## config.mk

```make
export PLATFORM = sky130hd
export DESIGN_NAME = uart_rx_param
export DESIGN_NICKNAME = d
export VERILOG_FILES = /design/src/rtl/uart_rx_param.sv
export SDC_FILE = /design/constraint.sdc
export NUM_CORES = 1
export LEC_CHECK = 0
export CELL_PAD_IN_SITES_DETAIL_PLACEMENT = 1
export CELL_PAD_IN_SITES_GLOBAL_PLACEMENT = 2
export CORE_UTILIZATION = 43
export CTS_CLUSTER_DIAMETER = 40
export DETAILED_ROUTE_END_ITERATION = 16
export DONT_BUFFER_PORTS = 1
export PLACE_DENSITY_LB_ADDON = 0.1
export SLEW_MARGIN = 20
export SYNTH_ARGS = -nofsm -noshare
export SYNTH_HDL_FRONTEND = slang
export SYNTH_SLANG_ARGS = --single-unit
```

## constraint.sdc

```tcl
create_clock -name CLOCK_50 -period 2.26 [get_ports CLOCK_50]
set_clock_uncertainty 0.1 [all_clocks]
set_input_delay 0.565 -clock CLOCK_50 [delete_from_list [all_inputs] [get_ports CLOCK_50]]
set_output_delay 0.565 -clock CLOCK_50 [all_outputs]
set_load 0.05 [all_outputs]
```

## src/rtl/uart_rx_param.sv

```systemverilog
// Parametrised UART receiver with 16x oversampling and majority vote.
// Words land in a small first-word-fall-through FIFO with sticky error flags.
module uart_rx_param #(
  parameter int CLK_FREQ   = 50000000,
  parameter int BAUD       = 9600,
  parameter int OVERSAMPLE = 16,
  parameter int DATA_BITS  = 8,
  parameter int PARITY     = 0,
  parameter int STOP_BITS  = 1,
  parameter int FIFO_DEPTH = 4
) (
  input  logic                 CLOCK_50,
  input  logic                 reset,
  input  logic                 rx,
  input  logic                 rd_en,
  output logic [DATA_BITS-1:0] rd_data,
  output logic                 rd_valid,
  output logic                 fifo_full,
  output logic                 frame_err,
  output logic                 parity_err,
  output logic                 overrun,
  input  logic                 clr_err
);

  localparam int DIVR = BAUD * OVERSAMPLE;
  localparam int DIVC = (CLK_FREQ + DIVR / 2) / DIVR;
  localparam int DIV  = (DIVC < 1) ? 1 : DIVC;
  localparam int DW   = (DIV > 1) ? $clog2(DIV) : 1;
  localparam int TW   = $clog2(OVERSAMPLE);
  localparam int BW   = 4;
  localparam int AW   = $clog2(FIFO_DEPTH);
  localparam int CW   = AW + 1;
  localparam int S0   = OVERSAMPLE / 2 - 1;
  localparam int S1   = OVERSAMPLE / 2;
  localparam int S2   = OVERSAMPLE / 2 + 1;

  typedef enum logic [2:0] {
    ST_IDLE,
    ST_START,
    ST_DATA,
    ST_PARITY,
    ST_STOP,
    ST_WAIT
  } state_e;

  state_e               state_q, state_d;
  logic                 sync1_q, sync2_q, sync3_q;
  logic [DW-1:0]        div_q, div_d;
  logic [TW-1:0]        tick_q, tick_d;
  logic [BW-1:0]        bit_q, bit_d;
  logic [1:0]           smp_q, smp_d;
  logic [DATA_BITS-1:0] shift_q, shift_d;
  logic                 bad_q, bad_d;
  logic                 push_q, push_d;
  logic [DATA_BITS-1:0] pword_q, pword_d;
  logic                 set_fe, set_pe;

  logic [DATA_BITS-1:0] mem_q [FIFO_DEPTH];
  logic [AW-1:0]        wptr_q, rptr_q;
  logic [CW-1:0]        cnt_q, cnt_d;
  logic                 valid_q, full_q;
  logic                 fe_q, pe_q, ov_q;

  logic tick, fall, vote_now, vote;
  logic pop, wr_ok, set_ov, par_x;

  assign tick = (div_q == DW'(DIV - 1));
  assign fall = sync3_q & ~sync2_q;
  assign vote_now = tick & (tick_q == TW'(S2));
  assign vote = (smp_q[0] & smp_q[1]) |
                (smp_q[0] & sync2_q) |
                (smp_q[1] & sync2_q);
  assign par_x = ^shift_q;

  always_comb begin
    state_d = state_q;
    bit_d   = bit_q;
    shift_d = shift_q;
    bad_d   = bad_q;
    smp_d   = smp_q;
    push_d  = 1'b0;
    pword_d = pword_q;
    set_fe  = 1'b0;
    set_pe  = 1'b0;
    div_d   = tick ? '0 : div_q + 1'b1;
    tick_d  = tick_q;
    if (tick) begin
      if (tick_q == TW'(OVERSAMPLE - 1))
        tick_d = '0;
      else
        tick_d = tick_q + 1'b1;
    end
    if (tick && tick_q == TW'(S0))
      smp_d[0] = sync2_q;
    if (tick && tick_q == TW'(S1))
      smp_d[1] = sync2_q;
    unique case (state_q)
      ST_IDLE: begin
        tick_d = '0;
        if (fall) begin
          div_d   = '0;
          bit_d   = '0;
          bad_d   = 1'b0;
          state_d = ST_START;
        end
      end
      ST_START: begin
        if (vote_now)
          state_d = vote ? ST_IDLE : ST_DATA;
      end
      ST_DATA: begin
        if (vote_now) begin
          shift_d = {vote, shift_q[DATA_BITS-1:1]};
          if (bit_q == BW'(DATA_BITS - 1)) begin
            bit_d   = '0;
            state_d = (PARITY != 0) ? ST_PARITY
                                    : ST_STOP;
          end else begin
            bit_d = bit_q + 1'b1;
          end
        end
      end
      ST_PARITY: begin
        if (vote_now) begin
          if (PARITY == 1)
            bad_d = ~(par_x ^ vote);
          else
            bad_d = par_x ^ vote;
          state_d = ST_STOP;
        end
      end
      ST_STOP: begin
        if (vote_now) begin
          if (!vote) begin
            set_fe  = 1'b1;
            state_d = ST_WAIT;
          end else if (bit_q == BW'(STOP_BITS - 1)) begin
            // Leave early so a gapless next start edge is seen
            state_d = ST_IDLE;
            if (bad_q) begin
              set_pe = 1'b1;
            end else begin
              push_d  = 1'b1;
              pword_d = shift_q;
            end
          end else begin
            bit_d = bit_q + 1'b1;
          end
        end
      end
      ST_WAIT: begin
        tick_d = '0;
        if (sync2_q)
          state_d = ST_IDLE;
      end
      default: state_d = ST_IDLE;
    endcase
  end

  always_ff @(posedge CLOCK_50) begin
    if (reset) begin
      state_q <= ST_IDLE;
      sync1_q <= 1'b1;
      sync2_q <= 1'b1;
      sync3_q <= 1'b1;
      div_q   <= '0;
      tick_q  <= '0;
      bit_q   <= '0;
      smp_q   <= '0;
      shift_q <= '0;
      bad_q   <= 1'b0;
      push_q  <= 1'b0;
      pword_q <= '0;
    end else begin
      state_q <= state_d;
      sync1_q <= rx;
      sync2_q <= sync1_q;
      sync3_q <= sync2_q;
      div_q   <= div_d;
      tick_q  <= tick_d;
      bit_q   <= bit_d;
      smp_q   <= smp_d;
      shift_q <= shift_d;
      bad_q   <= bad_d;
      push_q  <= push_d;
      pword_q <= pword_d;
    end
  end

  assign pop    = rd_en & valid_q;
  assign wr_ok  = push_q & (~full_q | pop);
  assign set_ov = push_q & full_q & ~pop;

  always_comb begin
    cnt_d = cnt_q;
    if (wr_ok && !pop)
      cnt_d = cnt_q + 1'b1;
    else if (!wr_ok && pop)
      cnt_d = cnt_q - 1'b1;
  end

  always_ff @(posedge CLOCK_50) begin
    if (wr_ok)
      mem_q[wptr_q] <= pword_q;
  end

  always_ff @(posedge CLOCK_50) begin
    if (reset) begin
      wptr_q  <= '0;
      rptr_q  <= '0;
      cnt_q   <= '0;
      valid_q <= 1'b0;
      full_q  <= 1'b0;
      fe_q    <= 1'b0;
      pe_q    <= 1'b0;
      ov_q    <= 1'b0;
    end else begin
      if (wr_ok)
        wptr_q <= wptr_q + 1'b1;
      if (pop)
        rptr_q <= rptr_q + 1'b1;
      cnt_q   <= cnt_d;
      valid_q <= (cnt_d != '0);
      full_q  <= (cnt_d == CW'(FIFO_DEPTH));
      fe_q    <= set_fe | (fe_q & ~clr_err);
      pe_q    <= set_pe | (pe_q & ~clr_err);
      ov_q    <= set_ov | (ov_q & ~clr_err);
    end
  end

  assign rd_data    = valid_q ? mem_q[rptr_q] : '0;
  assign rd_valid   = valid_q;
  assign fifo_full  = full_q;
  assign frame_err  = fe_q;
  assign parity_err = pe_q;
  assign overrun    = ov_q;

endmodule

```

==> results by group <==
Outcome
  – Status: finished with violations
  – Failing checks: setup timing

Final layout
  – Area Growth Syn to Fin: 9.34%
  – Post-route cell area: 0.00428 mm2
  – Non-filler cells, final: ~470
  – Antenna Cells: 0
  – Final #Nets: between 300 and 400
  – Fin util: 48.8%
  – Share of cells above drive strength 1: ~16%

Global route
  – Vias in the first global route: ~2,600
  – GR Overflow Total: 0
  – Pin count of the biggest net entering global routing: 41
  – Initial antenna violation count: 0
  – First-pass GRT wire length: 12,400 um
  – Gr usage total: 16.6%

Timing
  – # setup viols final: 1
  – Setup Total Neg Slack: -0.00793 ns
  – RSZ-0062 raised after global routing: true
  – Actual slew at the worst max-slew pin: slightly below 0.6 ns
  – Hold Worst Slack: 0.161 ns
  – Fin. Hold Viols: 0
  – Fin crit share: 100%
  – Minimum clock period: ~2.3 ns
  – Max_slew headroom: approximately three fifths
  – Max frequency: 441 MHz
  – Fin. max-slew vios: 0
  – Worst setup margin: -0.00793 ns

Floorplan
  – Die footprint: 0.00948 mm2
  – FP Rows: 34
  – Die Y: 97.4 um
  – Die Wd: 97.4 um
  – I/O pins: 18
  – Initial core utilization: 44.6%
  – Core ar.: 0.00876 mm2

Setup path
  – Critical Path AT: 1.60 ns
  – Worst EP required: 1.59 ns
  – R2r setup slk: 0.15 ns
  – CP endpoint kind: primary output
  – Crit Path Class: flip-flop to primary output
  – CP Max Fanout: 8
  – Crit path launch type: flip-flop

Clock network
  – Root buf cell: clkbuf_8
  – Reg clk slew, reported paths: roughly 0.10 ns
  – Clk Latency, worst-skew pair: 0.36 ns
  – CTS buffer count: 9
  – Clock Path Buffers: 2
  – TritonCTS clock tree: built
  – Post-CTS Setup Inserts: 0
  – H-Tree Depth: 3
  – Sink Count: 89

Logic synthesis
  – Yosys warns: 0
  – Synth area leader: dfxtp_1
  – EDFF count, synth: 32
  – Most common cell in the netlist: dfxtp_1
  – Mapped cell area: 0.00391 mm2
  – Syn Nets: 364
  – Area share of the largest cell type after synthesis: between 20 and 30%
  – Seq/Total Area, Yosys: 53.7%
  – Asr flop ratio synth: 0%
  – Ranking of synthesized cells by area: dfxtp_1, edfxtp_1, mux2i_1
  – Synth unique cells: between 50 and 60
  – Synth Flop Type: dfxtp_1
  – Cells after Synth: 346
  – Post-synthesis register bit count: 89
  – Mapped Avg Cell Area: 11.3 um2
  – Most common library cells after synthesis: dfxtp_1, nor2_1, edfxtp_1

Pwr
  – Power per cell area: 793 mW/mm2
  – Leak: 1.56 nW
  – Worst vdd ir: 0.284 mV

Job
  – Max-cap violation count: 0

Route
  – # DRC: 0
  – Vias per cell: 5.32
  – Total Wirelength: 7360 um
  – Final ANT Viol Nets: 0
  – Initial DRC Count: 43
  – Drt wl/cell: between 15 and 20 um
  – Total number of vias: ~2,500
  – DRT Pass-1 Iters: 4

Hold path
  – Type of the worst min-delay path: input port to flip-flop

Place
  – Buffers on Ports: 0
  – DP Cell Count: between 400 and 500
  – Post-DP HPWL: ~5200 um
  – Area after DPL: approximately 0.004 mm2
  – GP Congestion: approximately 0.8
## critical path: stages, from the launching register on
cell and delay (ns):
dfxtp_2 0.35, buf_12 0.13, mux4_2 0.52, and2_4 0.24
## per-stage QoR
step                power [mW]  worst slack, ns
floorplan                 2.22            0.150
detailed placement        2.33            0.140
CTS                       3.45          -0.0383
global placement          2.32            0.218
finish                    3.39         -0.00793
global route              3.55          -0.0672
## layout by cell type (no fill, tap or decap), drive strengths merged, types with 11 or more instances in the layout
| master | Yosys | final |
|---|---|---|
| mux2i | 19 | 19 |
| inv | 13 | 16 |
| and2 | 16 | 16 |
| ha | 13 | 13 |
| nand2 | 21 | 21 |
| dfxtp | 57 | 57 |
| a21oi | 14 | 14 |
| nand3 | 13 | 13 |
| xnor2 | 11 | 11 |
| edfxtp | 32 | 32 |
| nor2 | 47 | 47 |
## sequential cells by signal (all words and copies together) (netlist names), 2 cells and up, named ones only
signal	cells
mem_q	32
div_q	9
pword_q	8
shift_q	8
bit_q	4
tick_q	4
cnt_q	3
state_q	3
rptr_q	2
smp_q	2
wptr_q	2
## worst paths after layout
path,startpoint,cells past startpoint,end
max reg2reg,div_q[0],6,pword_q[1]
min,reset,1,shift_q[1]
min reg2reg,sync1_q,1,sync2_q
max,flip-flop,3,rd_data[0]
## what timing repair did
item,CTS,global route
endpoints found under the setup margin,8,8
hold buffers,0,0
gates resized for setup,17,0
## layout make-up
class,count,area [um2]
tap,108,135
inverter,13,48.8
multi-input combinational,230,1710
clock inverter,7,72.6
fill,943,4490
clock buffer,9,124
sequential,89,2100
timing repair buffer,9,80.1
## power breakdown
group | switching, mW | internal [mW] | total, mW
Combinational | 0.368 | 0.226 | 0.594
Clock | 0.630 | 0.432 | 1.06
Sequential | 0.0430 | 1.69 | 1.74
## logic make-up after synthesis
logic type | Yosys count | synth area share [%]
and+or+nand+nor | 130 | 17.4
DFF | 89 | 53.7
AOI/OAI and AO/OA | 38 | 6.91
buffers and inverters | 27 | 2.98
muxes | 27 | 9.47
xor gates and xnor gates | 21 | 5.05
adders and majority gates | 14 | 4.45
## metal layers
layer	wire length, um	up-vias	track usage, %
met4	104	0	6.11
met2	3590	23	27.8
li1	-	1236	-
met1	3480	1206	20.7
met3	186	9	4.03
met5	0	-	0
No activity file was read; power rests on OpenSTA's default activity.
